**config.mk**
```make
export PLATFORM = sky130hd
export DESIGN_NAME = store_buffer_flat
export DESIGN_NICKNAME = d
export VERILOG_FILES = /design/src/rtl/store_buffer_pkg.sv /design/src/rtl/store_buffer_if.sv /design/src/rtl/store_buffer_match.sv /design/src/rtl/store_buffer.sv /design/src/flat_wrapper.sv
export SDC_FILE = /design/constraint.sdc
export NUM_CORES = 1
export LEC_CHECK = 0
export BUFFER_PORTS_ARGS = -buffer_cell sky130_fd_sc_hd__buf_4
export CAP_MARGIN = 40
export CORE_ASPECT_RATIO = 0.5
export CORE_UTILIZATION = 56
export DETAILED_ROUTE_END_ITERATION = 7
export GPL_TIMING_DRIVEN = 0
export PLACE_DENSITY = 0.81
export SLEW_MARGIN = 20
export SYNTH_ARGS = -nofsm -noshare
export SYNTH_HDL_FRONTEND = slang
export SYNTH_HIERARCHICAL = 1
export SYNTH_SLANG_ARGS = --single-unit
export TNS_END_PERCENT = 100
```
**constraint.sdc**
```tcl
create_clock -name clk -period 5.3 [get_ports clk]
set_input_delay 0.53 -clock clk [delete_from_list [all_inputs] [get_ports clk]]
set_output_delay 0.53 -clock clk [all_outputs]
set_load 0.05 [all_outputs]
```
**src/rtl/store_buffer_pkg.sv**
```systemverilog
// sb_pkg: shared types and helpers for the store buffer.
//   SB_WIDTH / SB_DEPTH : default data/address width and buffer depth
//   SB_PTR_W            : head/tail pointer width
//   sb_entry_t          : one buffered store {addr, data}
//   word_addr()         : word address of a byte address (drops bits [1:0])
package sb_pkg;

    localparam int SB_WIDTH = 32;
    localparam int SB_DEPTH = 4;
    localparam int SB_PTR_W = $clog2(SB_DEPTH);

    typedef struct packed {
        logic [SB_WIDTH-1:0] addr;
        logic [SB_WIDTH-1:0] data;
    } sb_entry_t;

    function automatic logic [SB_WIDTH-3:0] word_addr(input logic [SB_WIDTH-1:0] byteAddr);
        return byteAddr[SB_WIDTH-1:2];
    endfunction

endpackage

```
**src/rtl/store_buffer_if.sv**
```systemverilog
// store_buffer_if: RAM write channel of the store buffer (valid/ready).
//   ram_wvalid : write request for the head entry (master -> slave)
//   ram_waddr  : head entry address                (master -> slave)
//   ram_wdata  : head entry data                   (master -> slave)
//   ram_wready : RAM accepts the write             (slave -> master)
interface store_buffer_if #(
    parameter int WIDTH = 32
);
    logic             ram_wvalid;
    logic             ram_wready;
    logic [WIDTH-1:0] ram_waddr;
    logic [WIDTH-1:0] ram_wdata;

    modport master (
        output ram_wvalid,
        output ram_waddr,
        output ram_wdata,
        input  ram_wready
    );

    modport slave (
        input  ram_wvalid,
        input  ram_waddr,
        input  ram_wdata,
        output ram_wready
    );
endinterface

```
**src/rtl/store_buffer_match.sv**
```systemverilog
// sb_match: word-address match of a lookup address against all buffered
// stores, plus selection of the youngest matching entry.
//   entries    : buffer storage
//   validMask  : per-slot valid bit
//   head/count : FIFO position, used to walk entries oldest -> youngest
//   lookupAddr : byte address being looked up
//   matchVec   : per-slot match (valid and same word)
//   hit        : at least one slot matches
//   hitIdx     : slot index of the youngest match (head when no hit)
module sb_match
    import sb_pkg::*;
#(
    parameter int DEPTH = SB_DEPTH
) (
    input  sb_entry_t             entries [DEPTH],
    input  logic [DEPTH-1:0]      validMask,
    input  logic [SB_PTR_W-1:0]   head,
    input  logic [SB_PTR_W:0]     count,
    input  logic [SB_WIDTH-1:0]   lookupAddr,
    output logic [DEPTH-1:0]      matchVec,
    output logic                  hit,
    output logic [SB_PTR_W-1:0]   hitIdx
);

    logic [SB_PTR_W-1:0] slot;

    always_comb begin
        matchVec = '0;
        hit      = 1'b0;
        hitIdx   = head;
        slot     = head;
        for (int i = 0; i < DEPTH; i++) begin
            matchVec[i] = validMask[i] &&
                          (word_addr(entries[i].addr) == word_addr(lookupAddr));
        end
        // Walk from oldest to youngest; the last hit seen is the youngest.
        for (int k = 0; k < DEPTH; k++) begin
            slot = head + SB_PTR_W'(k);
            if (((SB_PTR_W+1)'(k) < count) && matchVec[slot]) begin
                hit    = 1'b1;
                hitIdx = slot;
            end
        end
    end

endmodule

```
**src/rtl/store_buffer.sv**
```systemverilog
// store_buffer: posted-write FIFO between the core M stage and the data RAM.
// Stores are queued and drained over ramWr (valid/ready); loads read the RAM
// combinationally.
// Build option: define STORE_FWD_EN to forward the youngest buffered store to
// a matching load. Without it, a load that hits a buffered store stalls until
// every matching entry has drained.
//   clk, rst (async, active-low)
//   memwriteM, loadM, aluresultM, writedataM : M-stage access
//   readdataM  : load data (combinational)
//   stallM     : hold M and earlier stages (combinational)
//   ram_raddr / ram_rdata : RAM combinational read port
//   ramWr      : RAM write channel (store_buffer_if.master)
//   empty      : no buffered stores
// WIDTH/DEPTH must match SB_WIDTH/SB_DEPTH of sb_pkg (storage uses sb_entry_t).
module store_buffer
    import sb_pkg::*;
#(
    parameter int WIDTH = SB_WIDTH,
    parameter int DEPTH = SB_DEPTH
) (
    input  logic              clk,
    input  logic              rst,
    input  logic              memwriteM,
    input  logic              loadM,
    input  logic [WIDTH-1:0]  aluresultM,
    input  logic [WIDTH-1:0]  writedataM,
    output logic [WIDTH-1:0]  readdataM,
    output logic              stallM,
    output logic [WIDTH-1:0]  ram_raddr,
    input  logic [WIDTH-1:0]  ram_rdata,
    store_buffer_if.master    ramWr,
    output logic              empty
);

    sb_entry_t             entries [DEPTH];
    logic [SB_PTR_W-1:0]   head;
    logic [SB_PTR_W-1:0]   tail;
    logic [SB_PTR_W:0]     count;

    logic                  full;
    logic                  isEmpty;
    logic                  enq;
    logic                  deq;
    logic                  hazardStall;
    logic [DEPTH-1:0]      validMask;
    logic [DEPTH-1:0]      matchVec;
    logic                  hit;
    logic [SB_PTR_W-1:0]   hitIdx;
    logic                  unusedBits;

    assign full    = (count == (SB_PTR_W+1)'(DEPTH));
    assign isEmpty = (count == '0);
    assign empty   = isEmpty;

    // A slot is valid when its distance from head is below count.
    always_comb begin
        validMask = '0;
        for (int i = 0; i < DEPTH; i++) begin
            validMask[i] = {1'b0, SB_PTR_W'(i) - head} < count;
        end
    end

    sb_match #(
        .DEPTH (DEPTH)
    ) u_match (
        .entries    (entries),
        .validMask  (validMask),
        .head       (head),
        .count      (count),
        .lookupAddr (aluresultM),
        .matchVec   (matchVec),
        .hit        (hit),
        .hitIdx     (hitIdx)
    );

`ifdef STORE_FWD_EN
    assign hazardStall = 1'b0;
    assign readdataM   = (loadM && hit) ? entries[hitIdx].data : ram_rdata;
    assign unusedBits  = ^matchVec;
`else
    assign hazardStall = loadM && hit;
    assign readdataM   = ram_rdata;
    assign unusedBits  = ^{matchVec, hitIdx};
`endif

    // The full term ignores ram_wready so there is no ready-to-stall path.
    assign stallM    = (memwriteM && full) || hazardStall;
    assign enq       = memwriteM && !stallM;
    assign deq       = ramWr.ram_wvalid && ramWr.ram_wready;
    assign ram_raddr = aluresultM;

    assign ramWr.ram_wvalid = !isEmpty;
    assign ramWr.ram_waddr  = entries[head].addr;
    assign ramWr.ram_wdata  = entries[head].data;

    always_ff @(posedge clk or negedge rst) begin
        if (!rst) begin
            head  <= '0;
            tail  <= '0;
            count <= '0;
        end else begin
            if (enq) begin
                tail <= tail + SB_PTR_W'(1);
            end
            if (deq) begin
                head <= head + SB_PTR_W'(1);
            end
            case ({enq, deq})
                2'b10:   count <= count + (SB_PTR_W+1)'(1);
                2'b01:   count <= count - (SB_PTR_W+1)'(1);
                default: count <= count;
            endcase
        end
    end

    // Storage holds no control meaning, so it is not reset.
    always_ff @(posedge clk) begin
        if (enq) begin
            entries[tail] <= '{addr: aluresultM, data: writedataM};
        end
    end

endmodule

```
**src/flat_wrapper.sv**
```systemverilog
// flat-port wrapper written by rule: the top's interface ports become plain ports
module store_buffer_flat import sb_pkg::*;
#(
    parameter int WIDTH = SB_WIDTH,
    parameter int DEPTH = SB_DEPTH
)
  (clk, rst, memwriteM, loadM, aluresultM, writedataM, readdataM, stallM, ram_raddr, ram_rdata, empty, ramWr_ram_wvalid, ramWr_ram_waddr, ramWr_ram_wdata, ramWr_ram_wready);
  store_buffer_if #(.WIDTH(WIDTH)) ramWr_i ();
  input  logic clk;
  input  logic rst;
  input  logic memwriteM;
  input  logic loadM;
  input  logic [WIDTH-1:0] aluresultM;
  input  logic [WIDTH-1:0] writedataM;
  output logic [WIDTH-1:0] readdataM;
  output logic stallM;
  output logic [WIDTH-1:0] ram_raddr;
  input  logic [WIDTH-1:0] ram_rdata;
  output logic empty;
  output wire logic [$bits(ramWr_i.ram_wvalid)-1:0] ramWr_ram_wvalid;
  output wire logic [$bits(ramWr_i.ram_waddr)-1:0] ramWr_ram_waddr;
  output wire logic [$bits(ramWr_i.ram_wdata)-1:0] ramWr_ram_wdata;
  input wire logic [$bits(ramWr_i.ram_wready)-1:0] ramWr_ram_wready;
  assign ramWr_ram_wvalid = ramWr_i.ram_wvalid;
  assign ramWr_ram_waddr = ramWr_i.ram_waddr;
  assign ramWr_ram_wdata = ramWr_i.ram_wdata;
  assign ramWr_i.ram_wready = ramWr_ram_wready;
  store_buffer #(.WIDTH(WIDTH), .DEPTH(DEPTH)) u_core (.clk(clk), .rst(rst), .memwriteM(memwriteM), .loadM(loadM), .aluresultM(aluresultM), .writedataM(writedataM), .readdataM(readdataM), .stallM(stallM), .ram_raddr(ram_raddr), .ram_rdata(ram_rdata), .ramWr(ramWr_i), .empty(empty));
endmodule
```
==> out/qor.yml <==
status:
  outcome: "completed"
detailed_routing:
  vias: 6707
  routedWlPerCell_microns: 22.0
  routed_via_density: 5.66
  drc_errors: 0
  antenna_left: 0
  drt_iter0_markers: 505
  routed_wl_microns: 26100
  firstDrtPassIters: 5
flow_run:
  max_cap_violations: 0
cts:
  clock_path_buffers: 3
  root_buffer: "clkbuf_16"
  cts_tree: "yes"
  htreeDepth: 1
  clock_latency_ps: 520
  cts_sinks: 263
  numCtsBuffers: 24
  cts.reportedPaths.clkPinSlew_ps: 60
setup_path:
  r2r_start: "u_core/head[0]"
  critPathRequiredTime_ps: 5740
  max_stage_delay_ps: 450
  path_class: "flop to flop"
  regToRegSetupSlack_ps: 430
  ff2ff_path_depth: 24
  crit_path_cell_trace: "clkbuf_2, buf_2, xnor2_1, inv_1, ha_1, a21oi_1, or2_2, nand4_1, nor4_1, nand4_1, o21ai_1, mux2i_1, a21oi_1, or3_2, nand2_1, and3_1, buf_6, inv_1, ha_1, inv_1, fa_1, xor2_1, nor2_1, xor2_1"
  arrival_ps: 5310
  cp_slowest_cell: "dfrtp_1"
  r2r_end: "u_core/count[2]"
  worst_path_most_repeated_cell: "inv_1"
  critPathMaxFanout: 10
  endpoint_kind: "flop"
  start_kind: "flop"
cells_and_area:
  fin_cells: 1186
  num-nets-final: 1009
  syn_to_final_growth_pct: 22.4
  drive_gt1_share_pct: 43.8
  n_antenna_cell: 0
floorplanning:
  row_count: 37
  fp.dieH_microns: 105
  core_sq_um: 20700
  die_w_microns: 208
  ioPinCount: 232
  dieArea_sq_um: 21900
  start_util_pct: 57.6
synthesis:
  synthCells: 668
  syn_area_sq_um: 11900
  syn_avg_cell_area_sq_um: 17.8
  synth_fp_nets: 779
  synth_warnings: 6
placement:
  gp_congestion: 0.889
  dpl.cell_count: 1144
  io_buffers: 199
  dpl.hpwl_microns: 18000
timing:
  fmax_ghz: 0.205
  rsz0062_at_grt: "false"
  drv_slew: 0
  setup-violations-final: 0
  setup_tns_ps: 0
  relSlewSlack_pct: 46.3
  worst_pin_slew_ps: 806
  finClkSkew_ps: 13.4
  layout_min_cycle_time_ps: 4870
  post-route-period-util_pct: 92.0
  hold_violations: 0
power_and_ir_drop:
  leakage_nw: 5.22
  peakVddDrop_v: 0.000356
  p_per_area_nw_per_um2: 585
grt:
  use_met3_pct: 3.88
  grt_pass1_vias: 6750
  busiest_layer: "met2"
  use_met2_pct: 39.3
  antenna_found_initial: 0
  use_met1_pct: 33.3
  grt_pass1_wl_microns: 39000
  grt_usage_pct: 23.8
  gr-total-overflow: 0
  grt_max_degree: 47
hold_path:
  min_from: "writedataM[17]"
  hold_depth: 1
  whs_endpoint: "u_core/entries[81]"
  hp-class: "input pin to flop"
flip-flops by register name, summed over array words and instances (netlist names):
signal and cells:
u_core/entries 256, u_core/head 2, u_core/count 3, u_core/tail 2
worst max-delay path by stage:
stage	slack [ps]	endpoint	start
global route	30	u_core/count[2]	u_core/head[0]
floorplan	1120	u_core/entries[0]	u_core/head[0]
finish	430	u_core/count[2]	u_core/head[0]
detailed placement	390	u_core/count[2]	u_core/head[0]
global placement	-320	u_core/entries[202]	u_core/head[0]
CTS	300	u_core/count[2]	u_core/head[0]
cell type report:
type / instances / area [sq um]
clock inverters: 10 / 81.3
flip-flops and latches: 263 / 7860
multi-input cells: 291 / 3330
clock buffers: 31 / 627
inverters: 12 / 45.0
plain buffers: 102 / 684
well taps: 273 / 342
fillers: 1368 / 6100
repair buffers: 204 / 1610
power breakdown:
part | switching, W | leakage [nW] | internal [W] | total, W
clock | 0.000710 | 0.347 | 0.000882 | 0.00159
combinational | 0.00255 | 2.45 | 0.00143 | 0.00398
sequential | 0.000192 | 2.42 | 0.00277 | 0.00296
total | 0.00346 | 5.22 | 0.00508 | 0.00853
worst max-delay path, delay by kind of cell (launching register included):
family / cells / cell delay [ps]
buffers and inverters: 6 / 1000
xor gates and xnor gates: 3 / 500
DFF: 1 / 450
and+or+nand+nor: 8 / 1360
AOI/OAI and AO/OA: 3 / 540
muxes: 1 / 110
adders and majority gates: 3 / 820
cells in the final DEF, fill, tap and decap left out, types with 7 or more instances in the layout:
cell type / instances
buf_2: 12
buf_4: 263
clkbuf_1: 21
clkbuf_16: 24
dfrtp_1: 7
edfxtp_1: 256
ha_1: 9
inv_1: 12
mux4_2: 64
nand3_1: 7
nand4_1: 26
nor4_1: 8
xnor2_1: 110
xor2_1: 14
what timing repair did:
| item | 4_1_cts | 5_1_grt |
|---|---|---|
| setup buffers | 0 | 0 |
| resized for setup | 0 | 2 |
| hold buffers | 1 | 0 |
| setup endpoints to repair | 0 | 1 |
| hold endpoints to repair | 7 | 0 |
metal layers:
metal,wire length (microns),part of all wire [%]
met1,10900,42
met2,12800,49
met3,1740,6.7
met4,551,2.1
met5,0,0
metrics by stage:
stage | util, % | setup WS (ps) | hold slack, ps | total power, W | cell area [sq um]
after floorplan | - | 1120 | 234 | 0.00579 | 11900
after global placement | 66.5 | -323 | 346 | 0.00690 | 13800
after detailed placement | 67.0 | 392 | 347 | 0.00700 | 13900
after CTS | 70.5 | 299 | 190 | 0.00860 | 14600
after global routing | 70.5 | 31.6 | 197 | 0.00886 | 14600
final | 70.5 | 427 | 213 | 0.00853 | 14600
No activity file was read; power rests on OpenSTA's default activity.
